$ cat src/rtl/regfile_dump_reader_pkg.sv
// Shared constants for the register file dump reader: default widths (kept in
// step with the register file itself), FSM state codes and the beat record.
package regfile_dump_reader_pkg;

  localparam int DATA_WIDTH = 64;
  localparam int ADDR_WIDTH = 5;
  localparam int NUM_REGS   = 2 ** ADDR_WIDTH;

  localparam logic [1:0] ST_IDLE  = 2'd0;
  localparam logic [1:0] ST_FETCH = 2'd1;
  localparam logic [1:0] ST_DRAIN = 2'd2;

  // One streamed register value together with its index and end-of-dump flag.
  typedef struct packed {
    logic [DATA_WIDTH-1:0] data;
    logic [ADDR_WIDTH-1:0] index;
    logic                  last;
  } beat_t;

endpackage

$ cat src/rtl/regfile_dump_reader_if.sv
// Valid/ready stream carrying register values out of the dump reader.
// The master presents beats, the slave answers with out_ready.
interface regfile_dump_reader_if #(
  parameter int DATA_WIDTH = regfile_dump_reader_pkg::DATA_WIDTH,
  parameter int ADDR_WIDTH = regfile_dump_reader_pkg::ADDR_WIDTH
);

  logic                  out_valid;
  logic                  out_ready;
  logic [DATA_WIDTH-1:0] out_data;
  logic [ADDR_WIDTH-1:0] out_index;
  logic                  out_last;

  modport master (
    output out_valid,
    output out_data,
    output out_index,
    output out_last,
    input  out_ready
  );

  modport slave (
    input  out_valid,
    input  out_data,
    input  out_index,
    input  out_last,
    output out_ready
  );

endinterface

$ cat src/rtl/regfile_dump_buffer.sv
// Two-entry slot buffer between the register file read ports and the output
// stream. A load replaces the whole contents (the caller only loads when the
// buffer is empty or its single remaining entry leaves in the same cycle);
// a pop shifts slot1 down into slot0. The head is always slot0.
module regfile_dump_buffer #(
  parameter int DATA_WIDTH = regfile_dump_reader_pkg::DATA_WIDTH,
  parameter int ADDR_WIDTH = regfile_dump_reader_pkg::ADDR_WIDTH
) (
  input  logic                  clock,
  input  logic                  reset,
  input  logic                  clear,
  input  logic                  load,
  input  logic                  load_two,
  input  logic [DATA_WIDTH-1:0] data0,
  input  logic [ADDR_WIDTH-1:0] index0,
  input  logic                  last0,
  input  logic [DATA_WIDTH-1:0] data1,
  input  logic [ADDR_WIDTH-1:0] index1,
  input  logic                  last1,
  input  logic                  pop,
  output logic [1:0]            count,
  output logic [DATA_WIDTH-1:0] head_data,
  output logic [ADDR_WIDTH-1:0] head_index,
  output logic                  head_last
);
  import regfile_dump_reader_pkg::*;

  logic [DATA_WIDTH-1:0] slot0_data;
  logic [ADDR_WIDTH-1:0] slot0_index;
  logic                  slot0_last;
  logic [DATA_WIDTH-1:0] slot1_data;
  logic [ADDR_WIDTH-1:0] slot1_index;
  logic                  slot1_last;

  // Slot storage and occupancy: clear beats load, load beats pop.
  always_ff @(posedge clock) begin
    if (reset || clear) begin
      slot0_data  <= '0;
      slot0_index <= '0;
      slot0_last  <= 1'b0;
      slot1_data  <= '0;
      slot1_index <= '0;
      slot1_last  <= 1'b0;
      count       <= 2'd0;
    end else if (load) begin
      slot0_data  <= data0;
      slot0_index <= index0;
      slot0_last  <= last0;
      slot1_data  <= data1;
      slot1_index <= index1;
      slot1_last  <= last1;
      count       <= load_two ? 2'd2 : 2'd1;
    end else if (pop && (count != 2'd0)) begin
      slot0_data  <= slot1_data;
      slot0_index <= slot1_index;
      slot0_last  <= slot1_last;
      count       <= count - 2'd1;
    end
  end

  assign head_data  = slot0_data;
  assign head_index = slot0_index;
  assign head_last  = slot0_last;

endmodule

$ cat src/rtl/regfile_dump_reader.sv
// Read-side sequencer for the register file: walks an inclusive register range
// two registers per fetch using both read ports, parks each pair in a 2-entry
// buffer and streams the values out one beat per cycle over valid/ready.
module regfile_dump_reader #(
  parameter int DATA_WIDTH = regfile_dump_reader_pkg::DATA_WIDTH,
  parameter int ADDR_WIDTH = regfile_dump_reader_pkg::ADDR_WIDTH
) (
  input  logic                   clock,
  input  logic                   reset,
  input  logic                   start,
  input  logic [ADDR_WIDTH-1:0]  first_reg,
  input  logic [ADDR_WIDTH-1:0]  last_reg,
  input  logic                   abort,
  output logic [ADDR_WIDTH-1:0]  select_a,
  output logic [ADDR_WIDTH-1:0]  select_b,
  input  logic [DATA_WIDTH-1:0]  out_a,
  input  logic [DATA_WIDTH-1:0]  out_b,
  regfile_dump_reader_if.master  stream,
  output logic                   busy,
  output logic                   done,
  output logic                   range_err
);
  import regfile_dump_reader_pkg::*;

  // One extra bit so stepping the pointer by two past the top register can
  // never wrap around onto a low index.
  localparam int                   PTR_WIDTH = ADDR_WIDTH + 1;
  localparam logic [PTR_WIDTH-1:0] PTR_ONE   = PTR_WIDTH'(1);
  localparam logic [PTR_WIDTH-1:0] PTR_TWO   = PTR_WIDTH'(2);

  logic [1:0]            state;
  logic [PTR_WIDTH-1:0]  ptr;
  logic [PTR_WIDTH-1:0]  last_q;
  logic                  done_q;
  logic                  range_err_q;

  logic [1:0]            count;
  logic [DATA_WIDTH-1:0] head_data;
  logic [ADDR_WIDTH-1:0] head_index;
  logic                  head_last;

  logic                  fire;
  logic                  capture;
  logic                  final_pair;
  logic                  load_two;
  logic [ADDR_WIDTH-1:0] index0;
  logic [ADDR_WIDTH-1:0] index1;
  logic                  last0;
  logic                  last1;
  logic                  in_fetch;

  assign in_fetch   = (state == ST_FETCH);
  assign fire       = stream.out_valid & stream.out_ready;
  assign index0     = ptr[ADDR_WIDTH-1:0];
  assign index1     = ptr[ADDR_WIDTH-1:0] + ADDR_WIDTH'(1);
  assign last0      = (ptr == last_q);
  assign last1      = ((ptr + PTR_ONE) == last_q);
  assign load_two   = (ptr != last_q);
  assign final_pair = last0 | last1;
  assign capture    = in_fetch && ((count == 2'd0) || ((count == 2'd1) && fire));

  assign select_a   = in_fetch ? index0 : '0;
  assign select_b   = in_fetch ? index1 : '0;

  regfile_dump_buffer #(
    .DATA_WIDTH (DATA_WIDTH),
    .ADDR_WIDTH (ADDR_WIDTH)
  ) u_buffer (
    .clock      (clock),
    .reset      (reset),
    .clear      (abort),
    .load       (capture),
    .load_two   (load_two),
    .data0      (out_a),
    .index0     (index0),
    .last0      (last0),
    .data1      (out_b),
    .index1     (index1),
    .last1      (last1),
    .pop        (fire),
    .count      (count),
    .head_data  (head_data),
    .head_index (head_index),
    .head_last  (head_last)
  );

  assign stream.out_valid = (count != 2'd0);
  assign stream.out_data  = head_data;
  assign stream.out_index = head_index;
  assign stream.out_last  = head_last;

  assign busy      = (state != ST_IDLE);
  assign done      = done_q;
  assign range_err = range_err_q;

  // Dump sequencing: accept a range, fetch pairs until the final one is
  // buffered, then drain until the last beat leaves; abort cancels silently.
  always_ff @(posedge clock) begin
    if (reset) begin
      state       <= ST_IDLE;
      ptr         <= '0;
      last_q      <= '0;
      done_q      <= 1'b0;
      range_err_q <= 1'b0;
    end else if (abort) begin
      state       <= ST_IDLE;
      ptr         <= '0;
      done_q      <= 1'b0;
      range_err_q <= 1'b0;
    end else begin
      done_q      <= 1'b0;
      range_err_q <= 1'b0;
      case (state)
        ST_IDLE: begin
          if (start) begin
            if (first_reg <= last_reg) begin
              state  <= ST_FETCH;
              ptr    <= {1'b0, first_reg};
              last_q <= {1'b0, last_reg};
            end else begin
              range_err_q <= 1'b1;
            end
          end
        end
        ST_FETCH: begin
          if (capture) begin
            ptr <= ptr + PTR_TWO;
            if (final_pair) begin
              state <= ST_DRAIN;
            end
          end
        end
        ST_DRAIN: begin
          if (fire && head_last) begin
            state  <= ST_IDLE;
            done_q <= 1'b1;
          end
        end
        default: begin
          state <= ST_IDLE;
        end
      endcase
    end
  end

endmodule

$ cat src/flat_wrapper.sv
// flat-port wrapper written by rule: the top's interface ports become plain ports
module regfile_dump_reader_flat import regfile_dump_reader_pkg::*;
#(
  parameter int DATA_WIDTH = regfile_dump_reader_pkg::DATA_WIDTH,
  parameter int ADDR_WIDTH = regfile_dump_reader_pkg::ADDR_WIDTH
)
  (clock, reset, start, first_reg, last_reg, abort, select_a, select_b, out_a, out_b, busy, done, range_err, stream_out_valid, stream_out_data, stream_out_index, stream_out_last, stream_out_ready);
  regfile_dump_reader_if #(.DATA_WIDTH(DATA_WIDTH), .ADDR_WIDTH(ADDR_WIDTH)) stream_i ();
  input  logic clock;
  input  logic reset;
  input  logic start;
  input  logic [ADDR_WIDTH-1:0] first_reg;
  input  logic [ADDR_WIDTH-1:0] last_reg;
  input  logic abort;
  output logic [ADDR_WIDTH-1:0] select_a;
  output logic [ADDR_WIDTH-1:0] select_b;
  input  logic [DATA_WIDTH-1:0] out_a;
  input  logic [DATA_WIDTH-1:0] out_b;
  output logic busy;
  output logic done;
  output logic range_err;
  output wire logic [$bits(stream_i.out_valid)-1:0] stream_out_valid;
  output wire logic [$bits(stream_i.out_data)-1:0] stream_out_data;
  output wire logic [$bits(stream_i.out_index)-1:0] stream_out_index;
  output wire logic [$bits(stream_i.out_last)-1:0] stream_out_last;
  input wire logic [$bits(stream_i.out_ready)-1:0] stream_out_ready;
  assign stream_out_valid = stream_i.out_valid;
  assign stream_out_data = stream_i.out_data;
  assign stream_out_index = stream_i.out_index;
  assign stream_out_last = stream_i.out_last;
  assign stream_i.out_ready = stream_out_ready;
  regfile_dump_reader #(.DATA_WIDTH(DATA_WIDTH), .ADDR_WIDTH(ADDR_WIDTH)) u_core (.clock(clock), .reset(reset), .start(start), .first_reg(first_reg), .last_reg(last_reg), .abort(abort), .select_a(select_a), .select_b(select_b), .out_a(out_a), .out_b(out_b), .stream(stream_i), .busy(busy), .done(done), .range_err(range_err));
endmodule
$ cat config.mk
export PLATFORM = sky130hd
export DESIGN_NAME = regfile_dump_reader_flat
export DESIGN_NICKNAME = d
export VERILOG_FILES = /design/src/rtl/regfile_dump_reader_pkg.sv /design/src/rtl/regfile_dump_reader_if.sv /design/src/rtl/regfile_dump_buffer.sv /design/src/rtl/regfile_dump_reader.sv /design/src/flat_wrapper.sv
export SDC_FILE = /design/constraint.sdc
export NUM_CORES = 1
export LEC_CHECK = 0
export ABC_CLOCK_PERIOD_IN_PS = 2400
export CAP_MARGIN = 20
export CORE_UTILIZATION = 40
export DETAILED_ROUTE_END_ITERATION = 7
export DONT_BUFFER_PORTS = 1
export PLACE_DENSITY = 0.64
export RECOVER_POWER = 25
export SETUP_SLACK_MARGIN = 0.5
export SLEW_MARGIN = 10
export SYNTH_ARGS = -nofsm -noshare
export SYNTH_HDL_FRONTEND = slang
export SYNTH_SLANG_ARGS = --single-unit
$ cat constraint.sdc
create_clock -name clock -period 2.4 [get_ports clock]
set_input_delay 0.6 -clock clock [delete_from_list [all_inputs] [get_ports clock]]
set_output_delay 0.6 -clock clock [all_outputs]
set_load 0.1 [all_outputs]
==> summary.md <==
| Metric | Value |
|---|---|
| Reg clk slew, reported paths | `0.07 ns` |
| Max Slew Vio Count | `0` |
| Nets in the synthesized netlist | `921` |
| Clock skew | `roughly 0.0096 ns` |
| PwrDens | `807 mW/mm²` |
| Initial antenna violation count | `0` |
| Routability cong. | `0.758` |
| Final TNS setup | `0 ns` |
| GRT Resource Usage Total | `21.5%` |
| # IOs | `approximately 230` |
| Initial core utilization | `41.1%` |
| Fill cells | `between 1000 and 1500` |
| First-pass GRT wire length | `27400 µm` |
| Die X | `127 µm` |
| TritonCTS clock tree | `yes` |
| Cells after Synth | `769` |
| Area of the multi-input gates | `0.00302 mm²` |
| RSZ-0062 raised after global routing | `yes` |
| Via count | `about 5700` |
| Die height | `127 µm` |
| Leading area contributor after synthesis | `dfxtp_1` |
| Clk sinks | `roughly 160` |
| Hold Vio Cnt, Final | `0` |
| Post-synth EDFFs | `0` |
| Synth Warn # | `0` |
| Pin count of the biggest net entering global routing | `75` |
| Sequential-to-total area share from yosys stat | `50.4%` |
| Core footprint | `0.0152 mm²` |
| Status | `complete, no violations` |
| Clock Latency Late Sink | `0.41 ns` |
| FP Rows | `45` |
| Worst R2R Setup Slack | `roughly 0.40 ns` |
| Placed instance count | `a little under 1000` |
| Synth top area cells | `dfxtp_1 50%, nand2_1 13%, a31oi_1 7.0%` |
| Tmin final | `2.13 ns` |
| Post-Layout Cell Count | `1046` |
| Root buf cell | `clkbuf_16` |
| PortBufs | `0` |
| Iter 0 DRT Violations | `282` |
| Post-DP HPWL | `11900 µm` |
| Critical path type | `reg2out` |
| Total congestion overflow | `0` |
| Area grow syn2layout | `27.4%` |
| Yosys cell types | `51` |
| Wirelength per Cell | `between 15 and 20 µm` |
| Crit-path max FO | `4` |
| Startpoint Class | `flip-flop` |
| Register bit total from synthesis | `157` |
| Peak VDD IR | `around 0.47 mV` |
| DIE AREA | `0.0161 mm²` |
| HP Class | `in2reg` |
| Mapped cell area | `0.00624 mm²` |
| Post-DRT Antenna Nets | `0` |
| Leakage | `0.00288 µW` |
| DRC | `0` |
| Cts bufs inserted | `17` |
| FMAX | `between 0.4 and 0.5 GHz` |
| Worst Path Required | `between 1.5 and 2 ns` |
| Drt total wl | `17600 µm` |
| Syn avg cell area | `8.12 µm²` |
| DRT Pass-1 Iters | `5` |
| Vias per cell | `5.48` |
| # setup viols final | `0` |
| Yosys top cell area share | `50.4%` |
| Max-slew headroom | `45.3%` |
| Final nets | `997` |
| Max Cap Viol | `0` |
| Synth Flop Type | `dfxtp_1` |
| Worst EP arrival | `approximately 1.5 ns` |
| Final Power | `roughly 6400 µW` |
| Max Buffers Root-to-Sink | `2` |
| Reg area | `0.00316 mm²` |
| Htree depth | `4` |
| ANT cells | `0` |
| Most common cell after layout, fill and taps aside | `nand2_1` |
| Post-synth ARST share | `0%` |
| Final worst-path cycle share | `88.7%` |
| Most frequent cells in the layout | `218 x nand2_1, 150 x dfxtp_1, 72 x a21oi_1` |
| Layout cells sized above 1 | `between 20% and 30%` |
| Hold buffer count at CTS | `0` |
| Vias in the first global route | `5441` |
| Slew @ Worst Pin | `just over 0.8 ns` |
| Crit end category | `output port` |
## worst max-delay path: stages, from the launching register on
cell and delay, ns:
dfxtp_4 0.39, ha_4 0.17, nand2_4 0.07, xor2_4 0.16, nor2_4 0.14, buf_12 0.18
## per-stage QoR
| stage | area [µm²] | util [%] | hold WS [ns] | worst slack [ns] |
|---|---|---|---|---|
| floorplan | 6450 | - | 0.439 | 0.398 |
| global route | 7950 | 52.3 | 0.222 | 0.190 |
| detailed placement | 7230 | 47.5 | 0.456 | 0.327 |
| CTS | 7990 | 52.6 | 0.225 | 0.243 |
| finish | 7950 | 52.3 | 0.248 | 0.272 |
| global placement | 7230 | 47.5 | 0.446 | 0.394 |
## cells in the mapped netlist (2+ instances only)
| library cell | number |
|---|---|
| nor3_4 | 2 |
| and3_1 | 2 |
| ha_1 | 9 |
| xor2_1 | 4 |
| xnor2_1 | 6 |
| inv_1 | 9 |
| or2_2 | 3 |
| a21oi_1 | 75 |
| a31oi_1 | 70 |
| buf_2 | 21 |
| clkbuf_1 | 30 |
| nor3_1 | 2 |
| mux2i_1 | 5 |
| a311oi_1 | 7 |
| nor2_1 | 24 |
| a21o_1 | 2 |
| buf_1 | 6 |
| nand2_1 | 218 |
| nor2b_1 | 3 |
| o21ai_0 | 73 |
| a211oi_1 | 3 |
| dfxtp_1 | 157 |
| and2_1 | 5 |
| nand3_1 | 5 |
| buf_6 | 2 |
## routing by layer
| layer | share of wire, % | GRT usage [%] | vias to the layer above |
|---|---|---|---|
| li1 | - | - | 2815 |
| met1 | 42 | 26.0 | 2681 |
| met2 | 48 | 36.6 | 226 |
| met3 | 8.2 | 7.04 | 14 |
| met4 | 1.0 | 5.88 | 0 |
| met5 | 0 | 0 | - |
## logic make-up (layout without fill, tap and decap cells)
logic type               after synthesis  in the layout  share of synthesized area [%]
XOR/XNOR                              11             11                           1.66
AO/OA/AOI/OAI                        241            241                           21.9
multiplexers                           5              5                          0.802
AND/OR/NAND/NOR                      277            277                           18.6
adder cells (fa/ha/maj)                9              9                           1.80
buffers and inverters                 69            158                           4.81
flip-flops                           157            157                           50.4
## cell type report
type / count / share of cell area, %
multi-input cells: 543 / 37.9
clock buffers: 17 / 5.35
repair buffers: 116 / 11.4
clock inverters: 15 / 2.05
flip-flops and latches: 157 / 39.7
well taps: 188 / 2.96
inverters: 10 / 0.582
## report_power, final
part / total [µW] / switching (µW) / internal [µW]
logic: 1030 / 764 / 262
clock network: 2660 / 1110 / 1550
registers: 2730 / 46.1 / 2680
total: 6420 / 1920 / 4490
## flip-flops by register name (all words and copies together), names as in the netlist, 2 cells and up
signal and cells:
u_core.u_buffer.count 2, u_core.u_buffer.slot1_index 5, u_core.ptr 6, u_core.last_q 5
u_core.u_buffer.head_index 5, u_core.state 2, u_core.u_buffer.head_data 64, u_core.u_buffer.slot1_data 64
## worst paths after layout
| kind | from | endpoint | depth (start not counted) |
|---|---|---|---|
| worst max register to register | u_core.u_buffer.count[0] | u_core.u_buffer.head_index[2] | 8 |
| worst min register to register | u_core.u_buffer.slot1_data[43] | u_core.u_buffer.slot1_data[43] | 2 |
| worst min-delay path | reset | u_core.last_q[2] | 1 |
| worst max-delay path | u_core.ptr[1] | select_b[3] | 5 |
## what timing repair did
item	4_1_cts	5_1_grt
gates resized for setup	26	11
pin swaps	10	14
setup buffers	11	9
setup endpoints to repair	15	89
Power figures use the tool's default switching activity.
==> patch 1, RTL diff (same settings) <==
Put one more register stage on the output `range_err`, without a reset. The value now appears one clock later. The other outputs are not delayed to match.
--- a/src/rtl/regfile_dump_reader.sv
+++ b/src/rtl/regfile_dump_reader.sv
@@ -91,7 +91,9 @@
 
   assign busy      = (state != ST_IDLE);
   assign done      = done_q;
-  assign range_err = range_err_q;
+  always_ff @(posedge clock) begin
+    range_err <= range_err_q;
+  end
 
   // Dump sequencing: accept a range, fetch pairs until the final one is
   // buffered, then drain until the last beat leaves; abort cancels silently.
Behaviour: not the same (a bounded check fails within 4 cycles, from zero or initial values and one cycle with reset high).
==> patch 1 against the original RTL <==
Area after synthesis increased by 0.50%. Total power fell by 1.7%. Sequential cell count up 1. Largest cell class unchanged. Cell count rose by 2.5%. Highest routed layer unchanged. Wire length rose by 1.4%. Clock power shrank 6%. Final area is 0.96% higher. Setup slack worse by 0.0049 ns.
==> patch 1: results <==
set metrics [dict create \
    outcome "finished clean" \
    fillers 1417 \
    grt_use_met1 0.256 \
    synthesis.yosys.warnings 0 \
    area_fraction_in_compound_gates_after_synthesis 0.218 \
    ys_types 52 \
    wp_data_arrival_ns 1.53 \
    route.final.wire_length_mm 17.9 \
    via_count_normalized_by_instance_count 5.41 \
    antenna_found_initial 0 \
    h-tree-depth 4 \
    post_synth_fa_ha_maj_area_fraction 0.0180 \
    finalWeightedCongestion 0.802 \
    buffer_ports.inserted 0 \
    final_worst_clock_skew_ns 0.0112 \
    cts.reportedPaths.clkPinSlew_ns 0.06 \
    pre_cts_slack_ns 0.295 \
    clk-insertion-delay-late_ns 0.42 \
    first_pass_iters 5 \
    drtIter0Drc 302 \
    gr-usage-met2 0.351 \
    grt_first_pass_wirelength_mm 27.2 \
    hpwlAfterDp_mm 11.5 \
    dpl-instance-area_mm2 0.00725 \
    globalRoute.totalOverflow 0 \
    finalNetCount 1000 \
    synth.mux.area_fraction 0.00798 \
    syn_nets 922 \
    hold_path_class "input port to flop" \
    async_flop_share 0 \
    sequential_element_share_of_the_synthesized_area 0.504 \
    post_synth_xor_area_fraction 0.0166 \
    largest_driver_fanout_on_the_critical_path 5 \
    netlist_top_cells_count "218 x sky130_fd_sc_hd__nand2_1, 158 x sky130_fd_sc_hd__dfxtp_1, 75 x sky130_fd_sc_hd__a21oi_1" \
    met3_use_gr 0.0712 \
    grt_max_degree 77 \
    cts_inserted_buffers 17 \
    clk_path_buf_depth 2 \
    diodes_inserted 0 \
    route.vias.total 5801 \
    leakage_nw 2.88 \
    drive_gt1_frac 0.238 \
    clk_root_buffer_cell "sky130_fd_sc_hd__clkbuf_16" \
    first_global_vias 5490 \
    irDropWorstVdd_v 0.000456 \
    groute.usage.overall 0.212 \
    synth_area_per_cell_um2 8.15 \
    max-slew-margin-rel 0.377 \
    post_synth_main_area_contributors "sky130_fd_sc_hd__dfxtp_1 50%, sky130_fd_sc_hd__nand2_1 13%, sky130_fd_sc_hd__a31oi_1 7.0%, sky130_fd_sc_hd__a21oi_1 6.0%, sky130_fd_sc_hd__o21ai_0 5.8%" \
    share_of_the_synthesized_area_in_the_top_cell_type 0.504 \
]
[patch 1: cell count changes in the layout (fill, tap and decap cells not counted), sizes merged]
cell,before,now
buf,62,60
bufinv,2,0
clkbuf,71,77
clkinv,7,6
clkinvlp,3,4
dfxtp,157,158
[patch 1: worst paths after layout]
kind / cells past startpoint / slack [ns] / end / from
worst max-delay path: 5 / 0.27 / select_b[2] / u_core.ptr[1]
worst min-delay path: 1 / 0.25 / u_core.last_q[4] / reset
worst max register to register: 8 / 0.37 / u_core.state[0] / u_core.ptr[1]
worst min register to register: 0 / 0.33 / u_core.range_err / u_core.range_err_q
[patch 1: cell type report]
type	instances	area [um2]	area share
Clock inverter	13	101	0.0126
Sequential cell	158	3180	0.397
Multi-Input combinational cell	543	3020	0.376
Clock buffer	19	453	0.0564
Tap cell	211	264	0.0329
Timing Repair Buffer	118	962	0.120
Inverter	10	46.3	0.00577
[patch 1: timing repair]
| item | CTS | global route |
|---|---|---|
| buffers inserted | 12 | 11 |
| pin swaps | 9 | 6 |
| gates cloned | 0 | 1 |
| setup endpoints to repair | 97 | 120 |
| resized for setup | 29 | 11 |
[patch 1: report_power, final]
group          switching, mW  leakage, nW  internal, mW
Combinational          0.776         1.33         0.281
Clock                   1.11        0.268          1.39
Sequential            0.0465         1.28          2.70
[patch 1: cells by family (layout without fill, tap and decap cells)]
group,after synthesis,count (layout)
compound gates,241,241
xor+xnor,11,11
fa+ha+maj,9,9
buf+inv,69,160
flops,158,158
mux,5,5
simple gates,277,277
[patch 1: critical path, stage by stage, from the launching register on]
cell and delay [ns]:
sky130_fd_sc_hd__dfxtp_4 0.37, sky130_fd_sc_hd__ha_4 0.17, sky130_fd_sc_hd__buf_4 0.15, sky130_fd_sc_hd__xnor2_4 0.14
sky130_fd_sc_hd__nor2_4 0.11, sky130_fd_sc_hd__buf_12 0.18
[patch 1: layer usage]
layer / part of all wire / up-vias
li1: - / 2821
met1: 0.42 / 2702
met2: 0.48 / 256
met3: 0.083 / 22
met4: 0.015 / 0
met5: 0 / -
==> patch 2, RTL diff (same flow settings) <==
Made on the original files. `ADDR_WIDTH`: 5 -> 4.
--- a/src/rtl/regfile_dump_reader_pkg.sv
+++ b/src/rtl/regfile_dump_reader_pkg.sv
@@ -3,7 +3,7 @@
 package regfile_dump_reader_pkg;
 
   localparam int DATA_WIDTH = 64;
-  localparam int ADDR_WIDTH = 5;
+  localparam int ADDR_WIDTH = 4;
   localparam int NUM_REGS   = 2 ** ADDR_WIDTH;
 
   localparam logic [1:0] ST_IDLE  = 2'd0;
Interface: changed (5 resized); port bits go from 227 to 222. No check against the original RTL was run, so the function may have changed too.
==> patch 2 against the original RTL <==
The run now ends with design-rule violations, max-capacitance violations, max-slew violations left. Wire length is 5.6% lower. Final area is 3.1% lower. Worst hold slack better by 0.0039 ns. Clock power is 7% lower. Fmax is 1.4% higher. Highest routed layer unchanged. Synthesized cell count is 1.4% lower. Sequential cell count is 4 lower. Setup slack better by 0.030 ns. Total power is 1.2% lower. Area after synthesis is 2.2% lower. Largest cell class unchanged.
==> patch 2: results <==
set metrics [dict create \
    violations "design-rule violations, max-capacitance violations, max-slew violations" \
    whs_endpoint "u_core.last_q[0]" \
    comb.multi_input.count 538 \
    first_pass_iters 8 \
    detail_route.wl_per_cell_um 16.3 \
    grt_first_pass_wirelength_mm 26.9 \
    groute.usage.overall 0.210 \
    via_count_normalized_by_instance_count 5.54 \
    finalWeightedCongestion 0.830 \
    outcome "complete, but fails checks" \
    clk_share 0.0708 \
    final_worst_clock_skew_ns 0.0207 \
    critPathMaxStageDelay_ns 0.37 \
    largest_driver_fanout_on_the_critical_path 3 \
    signal_buffers 109 \
    seq-power_mw 2.67 \
    worst_r2r_endpoint "u_core.state[1]" \
    r2r_slack_ns 0.45 \
    reg2reg_from "u_core.ptr[1]" \
    post_synth_main_area_contributors "sky130_fd_sc_hd__dfxtp_1 50%, sky130_fd_sc_hd__nand2_1 13%, sky130_fd_sc_hd__a31oi_1 7.0%, sky130_fd_sc_hd__o21ai_0 6.2%, sky130_fd_sc_hd__a21oi_1 6.2%" \
    maxSlewViolCount 41 \
    fillers 1350 \
    area_share_nonclk_buffers 0.117 \
    nNonClkInverters 9 \
    area.share.sequential 0.400 \
    layout.clock_buffers 20 \
    finalNetCount 977 \
    netlist_top_cells_count "215 x sky130_fd_sc_hd__nand2_1, 153 x sky130_fd_sc_hd__dfxtp_1, 76 x sky130_fd_sc_hd__o21ai_0" \
    drcViolationCount 13 \
    synth_seq_cells 153 \
    drive_gt1_frac 0.211 \
    power_frac_comb 0.189 \
    hpwlAfterDp_mm 10.7 \
    wp_data_arrival_ns 1.50 \
    sequential_element_share_of_the_synthesized_area 0.502 \
    maxCapViolations 1 \
    setup_bufs_post_cts 18 \
    dpl-instance-area_mm2 0.00693 \
    grt_max_degree 92 \
    cts-resized-gates 37 \
    syn_nets 907 \
]
-- patch 2: cell types whose count changed in the layout (fill, tap and decap cells not counted), sizes merged, moves of 3 or more --
cell / before / now
nand3: 5 / 8
a311oi: 7 / 3
nand2: 219 / 215
dfxtp: 157 / 153
inv: 13 / 10
o211a: 0 / 3
mux2i: 5 / 1
clkbuf: 71 / 67
xnor2: 7 / 4
-- patch 2: kinds of logic after synthesis --
group,synth area share
flops,0.502
buf+inv,0.0492
simple gates,0.182
compound gates,0.235
xor+xnor,0.0139
fa+ha+maj,0.0164
mux,0.00164
-- patch 2: routing by layer --
| layer | share of wire | track usage |
|---|---|---|
| met1 | 0.41 | 0.241 |
| met2 | 0.49 | 0.356 |
| met3 | 0.088 | 0.0685 |
| met4 | 0.021 | 0.0925 |
| met5 | 0 | 0 |
-- patch 2: worst max-delay path by stage --
stage                    start             to  slack (ns)  cells past startpoint
2_1_floorplan    u_core.ptr[1]    select_b[3]        0.43                      4
3_3_place_gp   u_core.state[0]    select_b[1]        0.44                      2
3_5_place_dp       last_reg[1]  u_core.ptr[1]        0.41                      7
4_1_cts          u_core.ptr[1]    select_b[2]        0.28                      5
5_1_grt          u_core.ptr[1]    select_b[2]        0.24                      5
6_report         u_core.ptr[1]    select_b[2]        0.30                      5
-- patch 2: metrics by stage --
step | cells | power (mW) | hold WS, ns | setup slack [ns] | utilization
after floorplan | 758 | 3.62 | 0.439 | 0.434 | -
after global placement | 971 | 3.84 | 0.448 | 0.442 | 0.471
after detailed placement | 971 | 3.86 | 0.456 | 0.407 | 0.471
after CTS | 1020 | 6.39 | 0.219 | 0.284 | 0.527
after global routing | 1024 | 6.60 | 0.225 | 0.244 | 0.524
final | 1024 | 6.34 | 0.252 | 0.302 | 0.524
